===== src/rtl/mux_pkg.sv =====
// Shared types and constants for the round-robin stream mux front end.
//   sel_t           : mux select / grant / priority state encoding (0 = A, 1 = B)
//   CNT_W_DEFAULT   : default width of the per-channel beat counters
//   sat_value()     : all-ones saturation value for a counter of a given width
//   CNT_SAT_DEFAULT : saturation value at the default counter width
package mux_pkg;

    typedef enum logic {
        SEL_A = 1'b0,
        SEL_B = 1'b1
    } sel_t;

    localparam int unsigned CNT_W_DEFAULT = 4;

    // Valid for widths below 32.
    function automatic int unsigned sat_value(input int unsigned w);
        return (32'd1 << w) - 32'd1;
    endfunction

    localparam int unsigned CNT_SAT_DEFAULT = sat_value(CNT_W_DEFAULT);

    function automatic sel_t sel_other(input sel_t s);
        return (s == SEL_A) ? SEL_B : SEL_A;
    endfunction

endpackage


===== src/rtl/mux2x1.sv =====
// Single-bit 2:1 multiplexer cell.
//   a, b : data inputs
//   sel  : 0 selects a, 1 selects b
//   y    : selected output
module mux2x1 (
    input  logic a,
    input  logic b,
    input  logic sel,
    output logic y
);

    assign y = sel ? b : a;

endmodule


===== src/rtl/rr_grant2.sv =====
// Combinational two-way round-robin grant.
//   a_valid, b_valid : requests from channels A and B
//   pri              : channel that wins when both request
//   can_load         : output register can accept a beat this cycle
//   grant            : selected channel (meaningful only with grant_en)
//   grant_en         : a handshake happens on the granted channel
module rr_grant2
    import mux_pkg::*;
(
    input  logic a_valid,
    input  logic b_valid,
    input  sel_t pri,
    input  logic can_load,
    output sel_t grant,
    output logic grant_en
);

    always_comb begin
        grant    = SEL_A;
        grant_en = 1'b0;
        if (a_valid && b_valid) begin
            grant    = pri;
            grant_en = can_load;
        end else if (a_valid) begin
            grant    = SEL_A;
            grant_en = can_load;
        end else if (b_valid) begin
            grant    = SEL_B;
            grant_en = can_load;
        end
    end

endmodule


===== src/rtl/rr_stream_mux2.sv =====
// Round-robin arbiter of two valid/ready streams onto one registered output.
//   clk, rst            : clock and synchronous active-high reset
//   a_valid/a_data/a_ready : channel A input stream
//   b_valid/b_data/b_ready : channel B input stream
//   out_valid/out_data/out_ready : registered output stream
//   out_sel             : source of the current output beat (0 = A, 1 = B)
//   cnt_a, cnt_b        : saturating accepted-beat counters per channel
module rr_stream_mux2
    import mux_pkg::*;
#(
    parameter int unsigned WIDTH = 8,
    parameter int unsigned CNT_W = CNT_W_DEFAULT
) (
    input  logic             clk,
    input  logic             rst,
    input  logic             a_valid,
    input  logic [WIDTH-1:0] a_data,
    output logic             a_ready,
    input  logic             b_valid,
    input  logic [WIDTH-1:0] b_data,
    output logic             b_ready,
    output logic             out_valid,
    output logic [WIDTH-1:0] out_data,
    output logic             out_sel,
    input  logic             out_ready,
    output logic [CNT_W-1:0] cnt_a,
    output logic [CNT_W-1:0] cnt_b
);

    localparam logic [CNT_W-1:0] CntSat = CNT_W'(sat_value(CNT_W));

    sel_t             pri_q, pri_d;
    logic             out_valid_q, out_valid_d;
    logic [WIDTH-1:0] out_data_q, out_data_d;
    sel_t             out_sel_q, out_sel_d;
    logic [CNT_W-1:0] cnt_a_q, cnt_a_d;
    logic [CNT_W-1:0] cnt_b_q, cnt_b_d;

    logic             can_load;
    sel_t             grant;
    logic             grant_en;
    logic             take;
    logic [WIDTH-1:0] mux_y;

    // Register may load when empty or when its beat leaves this cycle.
    assign can_load = !out_valid_q || out_ready;

    rr_grant2 u_grant (
        .a_valid  (a_valid),
        .b_valid  (b_valid),
        .pri      (pri_q),
        .can_load (can_load),
        .grant    (grant),
        .grant_en (grant_en)
    );

    // Suppress the handshake during reset so no beat is accepted then lost.
    assign take    = grant_en && !rst;
    assign a_ready = take && (grant == SEL_A);
    assign b_ready = take && (grant == SEL_B);

    for (genvar i = 0; i < WIDTH; i++) begin : g_mux
        mux2x1 u_mux (
            .a   (a_data[i]),
            .b   (b_data[i]),
            .sel (grant),
            .y   (mux_y[i])
        );
    end

    always_comb begin
        pri_d       = pri_q;
        out_valid_d = out_valid_q;
        out_data_d  = out_data_q;
        out_sel_d   = out_sel_q;
        cnt_a_d     = cnt_a_q;
        cnt_b_d     = cnt_b_q;
        if (take) begin
            out_valid_d = 1'b1;
            out_data_d  = mux_y;
            out_sel_d   = grant;
            pri_d       = sel_other(grant);
            if (grant == SEL_A) begin
                if (cnt_a_q != CntSat) cnt_a_d = cnt_a_q + CNT_W'(1);
            end else begin
                if (cnt_b_q != CntSat) cnt_b_d = cnt_b_q + CNT_W'(1);
            end
        end else if (out_ready) begin
            // Drained with nothing to refill; payload keeps its last value.
            out_valid_d = 1'b0;
        end
    end

    always_ff @(posedge clk) begin
        if (rst) begin
            pri_q       <= SEL_A;
            out_valid_q <= 1'b0;
            out_data_q  <= '0;
            out_sel_q   <= SEL_A;
            cnt_a_q     <= '0;
            cnt_b_q     <= '0;
        end else begin
            pri_q       <= pri_d;
            out_valid_q <= out_valid_d;
            out_data_q  <= out_data_d;
            out_sel_q   <= out_sel_d;
            cnt_a_q     <= cnt_a_d;
            cnt_b_q     <= cnt_b_d;
        end
    end

    assign out_valid = out_valid_q;
    assign out_data  = out_data_q;
    assign out_sel   = out_sel_q;
    assign cnt_a     = cnt_a_q;
    assign cnt_b     = cnt_b_q;

endmodule


===== config.mk =====
export PLATFORM = sky130hd
export DESIGN_NAME = rr_stream_mux2
export DESIGN_NICKNAME = d
export VERILOG_FILES = /design/src/rtl/mux_pkg.sv /design/src/rtl/mux2x1.sv /design/src/rtl/rr_grant2.sv /design/src/rtl/rr_stream_mux2.sv
export SDC_FILE = /design/constraint.sdc
export NUM_CORES = 1
export LEC_CHECK = 0
export BUFFER_PORTS_ARGS = -buffer_cell sky130_fd_sc_hd__buf_2
export CORE_MARGIN = 5
export CORE_UTILIZATION = 35
export DETAILED_ROUTE_END_ITERATION = 10
export GPL_ROUTABILITY_DRIVEN = 0
export SYNTH_ARGS = -nofsm -noshare
export SYNTH_HDL_FRONTEND = slang
export SYNTH_HIERARCHICAL = 1
export SYNTH_SLANG_ARGS = --single-unit

===== constraint.sdc =====
create_clock -name clk -period 3.2 [get_ports clk]
set_clock_uncertainty 0.2 [all_clocks]
set_input_delay 0.16 -clock clk [delete_from_list [all_inputs] [get_ports clk]]
set_output_delay 0.16 -clock clk [all_outputs]
set_load 0.03 [all_outputs]

==> key figures <==
Run status
  – Outcome: finished, final reports clean

Place
  – Detailed Place HPWL: 1612 um
  – IO Port Bufs: 40
  – Placed inst area: 0.001144 sq mm

Final layout
  – Final Util: 47.20%
  – Diode count: 0
  – Final #Nets: about 160
  – Final Cell Area: 0.001180 sq mm
  – Area Growth Syn to Fin: 28.83%
  – Fraction of layout cells with a size suffix above 1: 40.00%

GRT
  – Global-route wire length before repair: 3174 um
  – Total grt overflow: 0
  – Largest net degree at the start of global routing: 20
  – Initial antenna violation count: 0
  – Total Routing Usage GR: 11.20%
  – Vias in the first global route: 734

Routing
  – Met3 WL post-DR: 104 um
  – DRC: 0
  – Wirelength per Cell: 12.52 um
  – Met2 routed WL: 1045 um
  – Drt via density: between 4 and 5
  – Top Metal Used: met4
  – Drt first pass iters: 4
  – Routed WL: 2065 um
  – Vias: 798
  – Met1 WL: between 800 and 900 um
  – Post-route ant nets: 0
  – Starting DRT DRC Count: 16

Clock network
  – CTS tree: yes
  – PostCTS Resize Cnt: 0
  – CTS Buf Count: 3
  – Skew-Pair Late Insertion Delay: 0.29 ns
  – H-tree Lvls: 1
  – Postcts setup bufs: 0
  – Clock Tree Root: clkbuf_4
  – Clock slew at reported path FFs: 0.10 ns
  – CTS Hold Bufs: 1
  – Worst-case clock buffer depth: 2
  – Clk sink count: 19

Logic synthesis
  – Post-Synth Simple-Gate Area: 14.21%
  – Compound-Gate Fraction of Synth Area: 13.39%
  – Synth Area in Adders: 2.732%
  – Netlist cell types: 24
  – Synth warn: 6
  – Post-synthesis xor/xnor area fraction: 0%
  – Largest family of logic cells by synthesized area: multiplexers
  – Flops & latches, synth: 19
  – Post-synthesis mux area share: roughly 23%
  – Synthesized instance count: about 90
  – Seq/Total Area, Yosys: about two fifths
  – Avg Synthesized Cell Area: 9.955 sq um
  – Syn nets: 115
  – Syn Std Cell Area: 915.9 sq um

Worst setup path
  – CP Capture Type: output pin
  – WS Path Type: in -> out
  – CP required: 2.84 ns
  – Critical path arrival: 1.97 ns
  – Startpoint types: input pin
  – Critical path fanouts, max: 7
  – Cell count of the worst reg-to-reg path: 5

Power and ir drop
  – Sw Share: 29.47%
  – Reg power frac: 51.9%
  – Psw: 147.1 uW
  – PwrDens: roughly 420 mW/mm^2
  – Pleak: 0.6142 nW
  – Max IR drop VDD: 0.2102 mV
  – Comb power frac: 24.5%
  – Int Pwr: 352.1 uW
  – Clk pwr share: between 20% and 30%

Worst hold path
  – Worst hold stages: 4
  – Worst Hold Class: in -> reg

Floorplan
  – Core Rows: 18
  – I/O pins: 41
  – Initial core utilization: 36.64%
  – Core ar.: 0.002500 sq mm
  – Die height: slightly above 60 um
  – Die Width: 61.16 um
  – Die ar.: approximately 0.0037 sq mm

STA
  – Post-layout min period: 2.333 ns
  – Part of the cycle the worst path needs: 72.91%
  – Rel. slew slack: 76.15%
  – Fin. max-slew vios: 0
  – Final Hold Fails: 0
  – Final setup vio count: 0
  – Least-Margin Pin Slew: 0.3557 ns
  – RSZ-0062 raised after global routing: false
  – Setup TNS: 0 ns
  – Max Clk Rate: 0.4286 GHz

Run
  – Max Cap Viol: 0
==> routing by layer <==
layer / track usage [%] / vias to the layer above
met3: 1.677 / 2
met5: 0 / -
met1: 13.42 / 367
li1: - / 412
met2: 18.88 / 17
met4: 6.502 / 0
==> cell usage after synthesis (all sizes together) <==
cell type | number | area [sq um]
mux2i | 9 | 90.09
nor2 | 10 | 37.54
nand3b | 3 | 22.52
a21boi | 1 | 11.26
or3b | 1 | 8.760
a21oi | 7 | 35.03
nand2b | 1 | 6.260
clkbuf | 1 | 3.750
nor2b | 1 | 6.260
and3 | 2 | 12.51
nand3 | 2 | 10.01
nand2 | 1 | 3.750
o311ai | 3 | 26.28
inv | 6 | 22.52
o21a | 1 | 7.510
nor3 | 2 | 10.01
mux2 | 8 | 120.1
ha | 2 | 25.02
o21ai | 4 | 20.02
o31ai | 3 | 22.52
dfxtp | 19 | 380.4
buf | 3 | 21.27
or3 | 2 | 12.51
==> cells in the final DEF, fill, tap and decap left out <==
master and instances:
clkbuf_4 3, ha_1 2, mux2_4 8, clkbuf_1 1, o21a_1 1, a21oi_1 7, and3_1 2, buf_2 40
a21boi_2 1, nor3_1 2, inv_1 6, dlygate4sd3_1 1, nor2_1 10, dfxtp_1 19, or3b_1 1, nand3b_1 3
or3_1 2, buf_4 2, mux2i_1 9, nor2b_1 1, o311ai_0 3, nand2_1 1, nand2b_1 1, o31ai_1 3
nand3_1 2, o21ai_0 4
==> layout make-up <==
class	count	area [sq um]
Fill cell	242	1320
Multi-Input combinational cell	63	488.0
Timing Repair Buffer	43	225.2
Tap cell	30	37.54
Clock buffer	4	26.28
Inverter	6	22.52
Sequential cell	19	380.4
==> kinds of logic after synthesis <==
family          after synthesis
mux                          17
simple gates                 25
buf+inv                      10
fa+ha+maj                     2
compound gates               19
flops                        19
==> critical path: stages <==
cell and delay, ns:
dlygate4sd3_1 0.52, buf_2 0.09, nand2b_1 0.11, o21a_1 0.29, or3b_1 0.47, inv_1 0.12
buf_2 0.20
==> worst paths after layout <==
kind	from	endpoint	slack, ns
worst min-delay path	b_data[3]	out_data[3]$_SDFFE_PP0P_	0.03
worst max-delay path	out_ready	a_ready	0.87
worst min register to register	out_data[5]$_SDFFE_PP0P_	out_data[5]$_SDFFE_PP0P_	0.30
worst max register to register	out_valid$_SDFFE_PP0P_	cnt_a[3]$_SDFFE_PP0P_	1.23
==> registers in the layout (all words and copies together), names as in the netlist <==
register,cells
cnt_a,4
pri_q,1
cnt_b,4
out_valid,1
out_sel,1
out_data,8
==> power groups by stage <==
stage          Combinational, mW  Clock (mW)  Sequential, mW
2_1_floorplan             0.0608           0           0.289
3_3_place_gp               0.120           0           0.264
3_5_place_dp               0.122           0           0.264
4_1_cts                    0.123       0.127           0.259
5_1_grt                    0.131       0.136           0.262
6_report                   0.122       0.118           0.259
==> stage by stage <==
stage / total power, mW / cells / hold slack [ns] / setup WS (ns)
3_5_place_dp: 0.3867 / 160 / 0.2676 / 1.258
5_1_grt: 0.5288 / 165 / 0.02502 / 0.7823
6_report: 0.4992 / 165 / 0.02666 / 0.8668
4_1_cts: 0.5089 / 165 / 0.01869 / 0.8748
2_1_floorplan: 0.3502 / 92 / 0.1446 / 1.297
3_3_place_gp: 0.3844 / 160 / 0.2575 / 1.317
Power figures use the tool's default switching activity.
